===== config.mk =====
export PLATFORM = sky130hd
export DESIGN_NAME = serial_pattern_driver_flat
export DESIGN_NICKNAME = d
export VERILOG_FILES = /design/src/rtl/serial_pattern_driver_if.sv /design/src/rtl/serial_pattern_driver.sv /design/src/flat_wrapper.sv
export SDC_FILE = /design/constraint.sdc
export NUM_CORES = 1
export LEC_CHECK = 0
export CORE_ASPECT_RATIO = 0.8
export CORE_MARGIN = 2
export CORE_UTILIZATION = 35
export DETAILED_ROUTE_END_ITERATION = 10
export SYNTH_ARGS = -nofsm -noshare
export SYNTH_HDL_FRONTEND = slang
export SYNTH_SLANG_ARGS = --single-unit

===== constraint.sdc =====
create_clock -name clk -period 2.9 [get_ports clk]
set_input_delay 0.58 -clock clk [delete_from_list [all_inputs] [get_ports clk]]
set_output_delay 0.58 -clock clk [all_outputs]
set_load 0.02 [all_outputs]

===== src/rtl/serial_pattern_driver_if.sv =====
// Load handshake and serial output bundle between a pattern source and serial_pattern_driver.
interface serial_pattern_driver_if #(
  parameter int unsigned WIDTH = 16,
  parameter int unsigned LEN_W = 5,
  parameter int unsigned REP_W = 4
);
  logic             load_valid;
  logic             load_ready;
  logic [WIDTH-1:0] load_data;
  logic [LEN_W-1:0] load_len;
  logic [REP_W-1:0] load_rep;
  logic             abort;
  logic             x;
  logic             x_valid;
  logic             done;

  // Requester side: issues patterns, consumes the serial stream.
  modport master (
    output load_valid, load_data, load_len, load_rep, abort,
    input  load_ready, x, x_valid, done
  );

  // Driver side.
  modport slave (
    input  load_valid, load_data, load_len, load_rep, abort,
    output load_ready, x, x_valid, done
  );
endinterface


===== src/rtl/serial_pattern_driver.sv =====
// Parallel-to-serial pattern transmitter: shifts a captured word out MSB-first,
// repeating it load_rep+1 times, then pulses done for one cycle.
module serial_pattern_driver #(
  parameter int unsigned WIDTH = 16,
  parameter int unsigned LEN_W = 5,
  parameter int unsigned REP_W = 4
) (
  input  logic                   clk,
  input  logic                   reset,
  serial_pattern_driver_if.slave bus
);

  typedef enum logic [1:0] {
    IDLE = 2'd0,
    SEND = 2'd1,
    DONE = 2'd2
  } state_t;

  state_t           state_q, state_d;
  logic [WIDTH-1:0] word_q, word_d;
  logic [LEN_W-1:0] len_q, len_d;
  logic [LEN_W-1:0] bit_q, bit_d;
  logic [REP_W-1:0] pass_q, pass_d;
  logic             x_q, x_d;
  logic             x_valid_q, x_valid_d;
  logic             done_q, done_d;
  logic             ready_q, ready_d;
  logic [LEN_W-1:0] eff_len_c;

  // Select bit idx of w via a shift, avoiding an over-wide index expression.
  function automatic logic pick(input logic [WIDTH-1:0] w, input logic [LEN_W-1:0] idx);
    logic [WIDTH-1:0] s;
    s = w >> idx;
    return s[0];
  endfunction

  // Requested lengths beyond the word width are clamped to the full word.
  assign eff_len_c = (bus.load_len > LEN_W'(WIDTH)) ? LEN_W'(WIDTH) : bus.load_len;

  always_ff @(posedge clk or posedge reset) begin
    if (reset) begin
      state_q   <= IDLE;
      word_q    <= '0;
      len_q     <= '0;
      bit_q     <= '0;
      pass_q    <= '0;
      x_q       <= 1'b0;
      x_valid_q <= 1'b0;
      done_q    <= 1'b0;
      ready_q   <= 1'b1;
    end else begin
      state_q   <= state_d;
      word_q    <= word_d;
      len_q     <= len_d;
      bit_q     <= bit_d;
      pass_q    <= pass_d;
      x_q       <= x_d;
      x_valid_q <= x_valid_d;
      done_q    <= done_d;
      ready_q   <= ready_d;
    end
  end

  // Next state plus next values of every registered output.
  always_comb begin
    state_d   = state_q;
    word_d    = word_q;
    len_d     = len_q;
    bit_d     = bit_q;
    pass_d    = pass_q;
    x_d       = 1'b0;
    x_valid_d = 1'b0;
    done_d    = 1'b0;
    ready_d   = 1'b0;

    case (state_q)
      IDLE: begin
        ready_d = 1'b1;
        if (bus.load_valid) begin
          word_d  = bus.load_data;
          len_d   = eff_len_c;
          pass_d  = bus.load_rep;
          ready_d = 1'b0;
          if (eff_len_c == '0) begin
            // Zero-length request: nothing to send, repeats ignored.
            state_d = DONE;
            bit_d   = '0;
            done_d  = 1'b1;
          end else begin
            state_d   = SEND;
            bit_d     = eff_len_c - LEN_W'(1);
            x_d       = pick(bus.load_data, eff_len_c - LEN_W'(1));
            x_valid_d = 1'b1;
          end
        end
      end

      SEND: begin
        if (bus.abort) begin
          state_d = IDLE;
          bit_d   = '0;
          pass_d  = '0;
          ready_d = 1'b1;
        end else if (bit_q == '0) begin
          if (pass_q == '0) begin
            state_d = DONE;
            done_d  = 1'b1;
          end else begin
            // Restart the captured word with no gap between passes.
            pass_d    = pass_q - REP_W'(1);
            bit_d     = len_q - LEN_W'(1);
            x_d       = pick(word_q, len_q - LEN_W'(1));
            x_valid_d = 1'b1;
          end
        end else begin
          bit_d     = bit_q - LEN_W'(1);
          x_d       = pick(word_q, bit_q - LEN_W'(1));
          x_valid_d = 1'b1;
        end
      end

      DONE: begin
        state_d = IDLE;
        ready_d = 1'b1;
      end

      default: begin
        state_d = IDLE;
        ready_d = 1'b1;
      end
    endcase
  end

  assign bus.load_ready = ready_q;
  assign bus.x          = x_q;
  assign bus.x_valid    = x_valid_q;
  assign bus.done       = done_q;

endmodule


===== src/flat_wrapper.sv =====
// flat-port wrapper written by rule: the top's interface ports become plain ports
module serial_pattern_driver_flat 
#(
  parameter int unsigned WIDTH = 16,
  parameter int unsigned LEN_W = 5,
  parameter int unsigned REP_W = 4
)
  (clk, reset, bus_load_valid, bus_load_data, bus_load_len, bus_load_rep, bus_abort, bus_load_ready, bus_x, bus_x_valid, bus_done);
  serial_pattern_driver_if #(.WIDTH(WIDTH), .LEN_W(LEN_W), .REP_W(REP_W)) bus_i ();
  input  logic clk;
  input  logic reset;
  input wire logic [$bits(bus_i.load_valid)-1:0] bus_load_valid;
  input wire logic [$bits(bus_i.load_data)-1:0] bus_load_data;
  input wire logic [$bits(bus_i.load_len)-1:0] bus_load_len;
  input wire logic [$bits(bus_i.load_rep)-1:0] bus_load_rep;
  input wire logic [$bits(bus_i.abort)-1:0] bus_abort;
  output wire logic [$bits(bus_i.load_ready)-1:0] bus_load_ready;
  output wire logic [$bits(bus_i.x)-1:0] bus_x;
  output wire logic [$bits(bus_i.x_valid)-1:0] bus_x_valid;
  output wire logic [$bits(bus_i.done)-1:0] bus_done;
  assign bus_i.load_valid = bus_load_valid;
  assign bus_i.load_data = bus_load_data;
  assign bus_i.load_len = bus_load_len;
  assign bus_i.load_rep = bus_load_rep;
  assign bus_i.abort = bus_abort;
  assign bus_load_ready = bus_i.load_ready;
  assign bus_x = bus_i.x;
  assign bus_x_valid = bus_i.x_valid;
  assign bus_done = bus_i.done;
  serial_pattern_driver #(.WIDTH(WIDTH), .LEN_W(LEN_W), .REP_W(REP_W)) u_core (.clk(clk), .reset(reset), .bus(bus_i));
endmodule

# Word-level counts from Yosys, hierarchy flattened

Cells that the tools add are included.

Register bits after elaboration: 36
Bits in latches: 0
Memory bits (writable): 0
Memory bits (read-only): 0
Output and inout port bits: 4
Logic and storage cells: 71
Memories: 0

$add $sub $neg: 4
$mul: 0
Divide/modulo/power cells: 0
Magnitude comparators: 1
Eq/ne operators: 6
Shifts and indexed selects: 3
Mux-type cells: 39
Bitwise operators: 0
Reductions and logical operators: 9

Operators by type and width:

| kind                  | number |
|---|---|
| $shr A16 B5 Y1        | 3 |
| $mux W5               | 6 |
| $mux W1               | 17 |
| $mux W4               | 4 |
| $sub A5 B1 Y5 const B | 3 |
| $logic_not A5 Y1      | 2 |
| $mux W2               | 5 |
| $pmux W5 S2           | 1 |
| $pmux W1 S2           | 4 |
| $pmux W4 S2           | 1 |
| $ne A3 B2 Y1 const B  | 2 |
| $reduce_and A3 Y1     | 2 |
| $gt A5 B5 Y1 const B  | 1 |
| $logic_not A4 Y1      | 1 |
| $ne A4 B4 Y1 const B  | 1 |
| $pmux W2 S2           | 1 |
| $reduce_and A4 Y1     | 1 |
| $sub A4 B1 Y4 const B | 1 |
| $ne A3 B3 Y1 const B  | 1 |
| $eq A2 B1 Y1 const B  | 1 |
| $logic_not A2 Y1      | 1 |
| $ne A2 B2 Y1 const B  | 1 |
| $reduce_and A2 Y1     | 1 |
| $reduce_bool A2 Y1    | 1 |

# Depth between registers and ports, before layout

Word-level depth: 7
Gate-level depth with buffers: 10
Depth with buffers taken out: 8

# Worst setup path after synthesis

No wires, ideal clock.

Kind: input to register
Start: input port bus_load_len[4]
End: register u_core.x_q (netlist: u_core.bus.x)
Setup time: 0.124 ns
Arrival: 2.528 ns
Required time: 2.776 ns
Slack: 0.248 ns
Stages: 9
Buffers on the path: 2
Cell sequence: buf_2 nor2b_1 clkbuf_1 inv_1 ha_1 mux4_2 mux2i_1 o22ai_1 a211o_1

Cells in the longest elaborated chain, start to end: 7

RTL lines:

| element              | line                        | RTL |
|---|---|---|
| from (decl)          | flat_wrapper.sv:14          | `input wire logic [$bits(bus_i.load_len)-1:0] bus_load_len;` |
| $gt A5 B5 Y1         | serial_pattern_driver.sv:38 | `assign eff_len_c = (bus.load_len > LEN_W'(WIDTH)) ? LEN_W'(WIDTH) : bus.load_len;` |
| $mux W5 (*)          | serial_pattern_driver.sv:38 |  |
| $sub A5 B1 Y5        | serial_pattern_driver.sv:92 | `x_d = pick(bus.load_data, eff_len_c - LEN_W'(1));` |
| $shr A16 B5 Y1       | serial_pattern_driver.sv:33 | `s = w >> idx;` |
| $mux W1 (*)          | serial_pattern_driver.sv:84 | `if (eff_len_c == '0) begin` |
| $mux W1 (*)          | serial_pattern_driver.sv:79 | `if (bus.load_valid) begin` |
| $pmux W1 S2 (*)      | serial_pattern_driver.sv:76 | `case (state_q)` |
| via u_core.x_d       | serial_pattern_driver.sv:24 | `logic x_q, x_d;` |
| to (signal assigned) | serial_pattern_driver.sv:47 | `x_q <= 1'b0;` |
| to (signal assigned) | serial_pattern_driver.sv:57 | `x_q <= x_d;` |
| to (decl)            | serial_pattern_driver.sv:24 |  |

The timed path passes the listed nets; every way through them passes the cells marked *.
A chain may end at the register's enable or synchronous reset.

# Worst setup path after layout

Start: input port bus_load_len[0]
End: register u_core.x_q (netlist: u_core.bus.x)

Same word-level chain as after synthesis.

==> flow_summary.ini <==
[status]
status = finished clean

[final_layout]
n_antenna_cell = 0
final_util_pct = 44.9
instances_no_fill = 328
syn2layout_area_growth_pct = 25.8
nNetsFinal = 277
drive_gt1_share_pct = 23.4

[clock_tree]
ctsResizeCount = 0
postCtsHoldBufs = 0
root_buffer = clkbuf_8
cts_buffers = 5
cts_sinks = 36
ctsLongestPathBuffers = 2
cts_tree = done
clock_latency_ns = 0.29
path_clk_slew_ns = 0.08
h-tree-depth = 2
cts_setup_buffers = 0

[place]
hpwlAfterDp_mm = 3.89
dp.cells = 320
port_buffers = 32
dp_slack_ns = 0.0825
gp_congestion = 0.768

[sta]
hold_viol = 0
finalMaxSlewViolations = 0
setup_ws_ns = 0.403
period_minus_slack_ns = 2.50
rsz0062_at_grt = false
timing.fmax_ghz = 0.401
fin_setup_tns_ns = 0
slew_headroom_pct = 60.0
fin_crit_sh_pct = 86.1
setup_violations = 0
finClkSkew_ns = 0.0144
worstMarginPinSlew_ns = 0.591

[synthesis]
synth_compound_area_share_pct = 14.6
syn_nets = 235
synth_edf_count = 0
netlist_instances = 201
synth_warnings = 0
synth_cell_types = 43
synth_xor_area_share_pct = 2.73
async_flop_share_pct = 100
synthMuxAreaShare_pct = 23.8
syn_area_per_cell_sq_um = 11.2
synth_ff_type = dfrtp_1
yosys.area_share.adder_pct = 2.79
synth_top_family_by_area = multiplexers
ys_seq_elements = 36
yosys.area_share.simple_pct = 12.0
syn-cell-area_sq_mm = 0.00224
seq_area_frac_synth_pct = 40.2

[die]
core_area_sq_mm = 0.00628
dieHeight_microns = 75.6
rows = 26
start_util_pct = 35.7
die_area_sq_mm = 0.00707
die_w_microns = 93.5
boundaryPins = 33

[critical_path]
cp.required_ns = 3.09
critPathSlowestCell = mux4_2
cp.arrival_ns = 2.68
criticalPathCategory = in -> reg
path_max_fanout = 2
worstPathCellList = clkdlybuf4s50_1 -> nor2b_1 -> inv_1 -> ha_1 -> mux4_2 -> mux2i_1 -> o22ai_1 -> a211o_1
slowest_delay_ns = 0.52
start_kind = primary input
end_kind = flip-flop

[global_routing]
grt_pass1_vias = 1697
grt_usage_pct = 16.1
antenna_found_initial = 0
busiest_layer = met2
grt_max_degree = 37
met2_usage_pct = 25.3
grt_util_met1_pct = 23.6
grt_pass1_wl_mm = 8.69
use_met3_pct = 2.97
grt_overflow_total = 0

[pwr]
p_leak_uw = 0.00116
peakVddDrop_mv = 0.255
power_uw = 2340
powerDensity_mw_per_mm2 = 830

[drt]
drtIter0Drc = 82
firstDrtPassIters = 4
routed_wirelength_mm = 5.07
vias = 1704
route.detailed.wl_per_inst_microns = 15.4
via_per_inst = 5.20
ant_nets = 0
drc = 0

[hold_path]
holdCritPathClass = reg -> reg

[flow_run]
max_cap_viol_count = 0
==> cells in the mapped netlist, types with 2 or more instances <==
| cell type | n | area [sq um] |
|---|---|---|
| nand2b_1 | 7 | 43.8 |
| xor2_1 | 4 | 35.0 |
| o22ai_1 | 3 | 18.8 |
| xnor2_1 | 3 | 26.3 |
| nand2_1 | 14 | 52.6 |
| o21ai_0 | 16 | 80.1 |
| ha_1 | 5 | 62.6 |
| or3_1 | 3 | 18.8 |
| clkbuf_1 | 5 | 18.8 |
| dfrtp_1 | 35 | 876 |
| nor2b_1 | 2 | 12.5 |
| nor2_1 | 7 | 26.3 |
| mux2i_1 | 5 | 50.1 |
| a21oi_1 | 8 | 40.0 |
| a22o_1 | 4 | 35.0 |
| a31oi_1 | 2 | 12.5 |
| o31a_1 | 2 | 17.5 |
| nand3_1 | 3 | 15.0 |
| o21ai_1 | 2 | 10.0 |
| o32ai_1 | 2 | 17.5 |
| or3b_2 | 2 | 17.5 |
| nor3_1 | 4 | 20.0 |
| mux2_2 | 19 | 214 |
| a21o_1 | 2 | 15.0 |
| buf_2 | 3 | 15.0 |
| mux4_2 | 12 | 270 |
| inv_1 | 11 | 41.3 |
==> layout by cell type, fill, tap and decap left out, types with 4 or more instances in the layout <==
| master | n |
|---|---|
| inv_1 | 11 |
| nor3_1 | 4 |
| dfrtp_1 | 35 |
| ha_1 | 5 |
| nand2_1 | 14 |
| clkdlybuf4s50_1 | 32 |
| nand2b_1 | 7 |
| nor2_1 | 7 |
| mux2_2 | 19 |
| a21oi_1 | 8 |
| o21ai_0 | 16 |
| clkbuf_8 | 5 |
| buf_4 | 12 |
| mux2i_1 | 5 |
| mux4_2 | 12 |
| a22o_1 | 4 |
| xor2_1 | 4 |
==> final cells by class <==
cell class              count  area (sq um)
clock buffers               6          72.6
clock inverters             2          35.0
fillers                   605          3460
inverters                  11          41.3
multi-input cells         145          1250
flip-flops and latches     36           902
well taps                  84           105
repair buffers             44           410
==> worst max-delay path: cells and delay by family <==
kind | cells | cell delay [ns]
AOI/OAI and AO/OA | 2 | 0.37
muxes | 2 | 0.67
adders and majority gates | 1 | 0.33
and+or+nand+nor | 1 | 0.19
buffers and inverters | 2 | 0.55
==> path summary, 6_finish.rpt <==
check / slack, ns / endpoint / start / cells past startpoint
setup / recovery: 0.40 / u_core.bus.x / bus_load_len[0] / 8
hold / removal: 0.53 / u_core.len_q[1] / u_core.len_q[1] / 2
setup reg to reg: 0.50 / u_core.bus.x / u_core.bit_q[0] / 8
hold reg to reg: 0.53 / u_core.len_q[1] / u_core.len_q[1] / 2
max in group asynchronous: 1.86 / u_core.bus.load_ready / reset / 3
min in group asynchronous: 0.69 / u_core.word_q[0] / reset / 3
==> state kept, by name, summed over array words and instances (netlist names) <==
signal	count
u_core.bus.done	1
u_core.bus.x	1
u_core.len_q	5
u_core.pass_q	4
u_core.bus.load_ready	1
u_core.word_q	16
u_core.bit_q	5
u_core.state_q	2
u_core.bus.x_valid	1
==> per-layer routing <==
layer | vias up | share of wire (%)
met1 | 845 | 53
met4 | 0 | 0.49
met5 | - | 0
li1 | 830 | -
met3 | 2 | 3.1
met2 | 27 | 43
==> where the power goes <==
| part | total, uW | switching [uW] | internal [uW] | leakage [uW] |
|---|---|---|---|---|
| clock | 439 | 183 | 255 | 0.0000552 |
| combinational | 1070 | 484 | 584 | 0.000663 |
| sequential | 834 | 167 | 668 | 0.000437 |
==> logic make-up after synthesis <==
kind of cell    after synthesis
flops                        36
simple gates                 49
buf+inv                      20
compound gates               48
mux                          36
xor+xnor                      7
fa+ha+maj                     5
==> stage by stage <==
step	area [sq um]	hold WS (ns)
3_5_place_dp	2710	0.518
6_report	2820	0.532
4_1_cts	2820	0.537
3_3_place_gp	2710	0.511
2_1_floorplan	2240	0.473
5_1_grt	2820	0.552
Power figures use the tool's default switching activity.
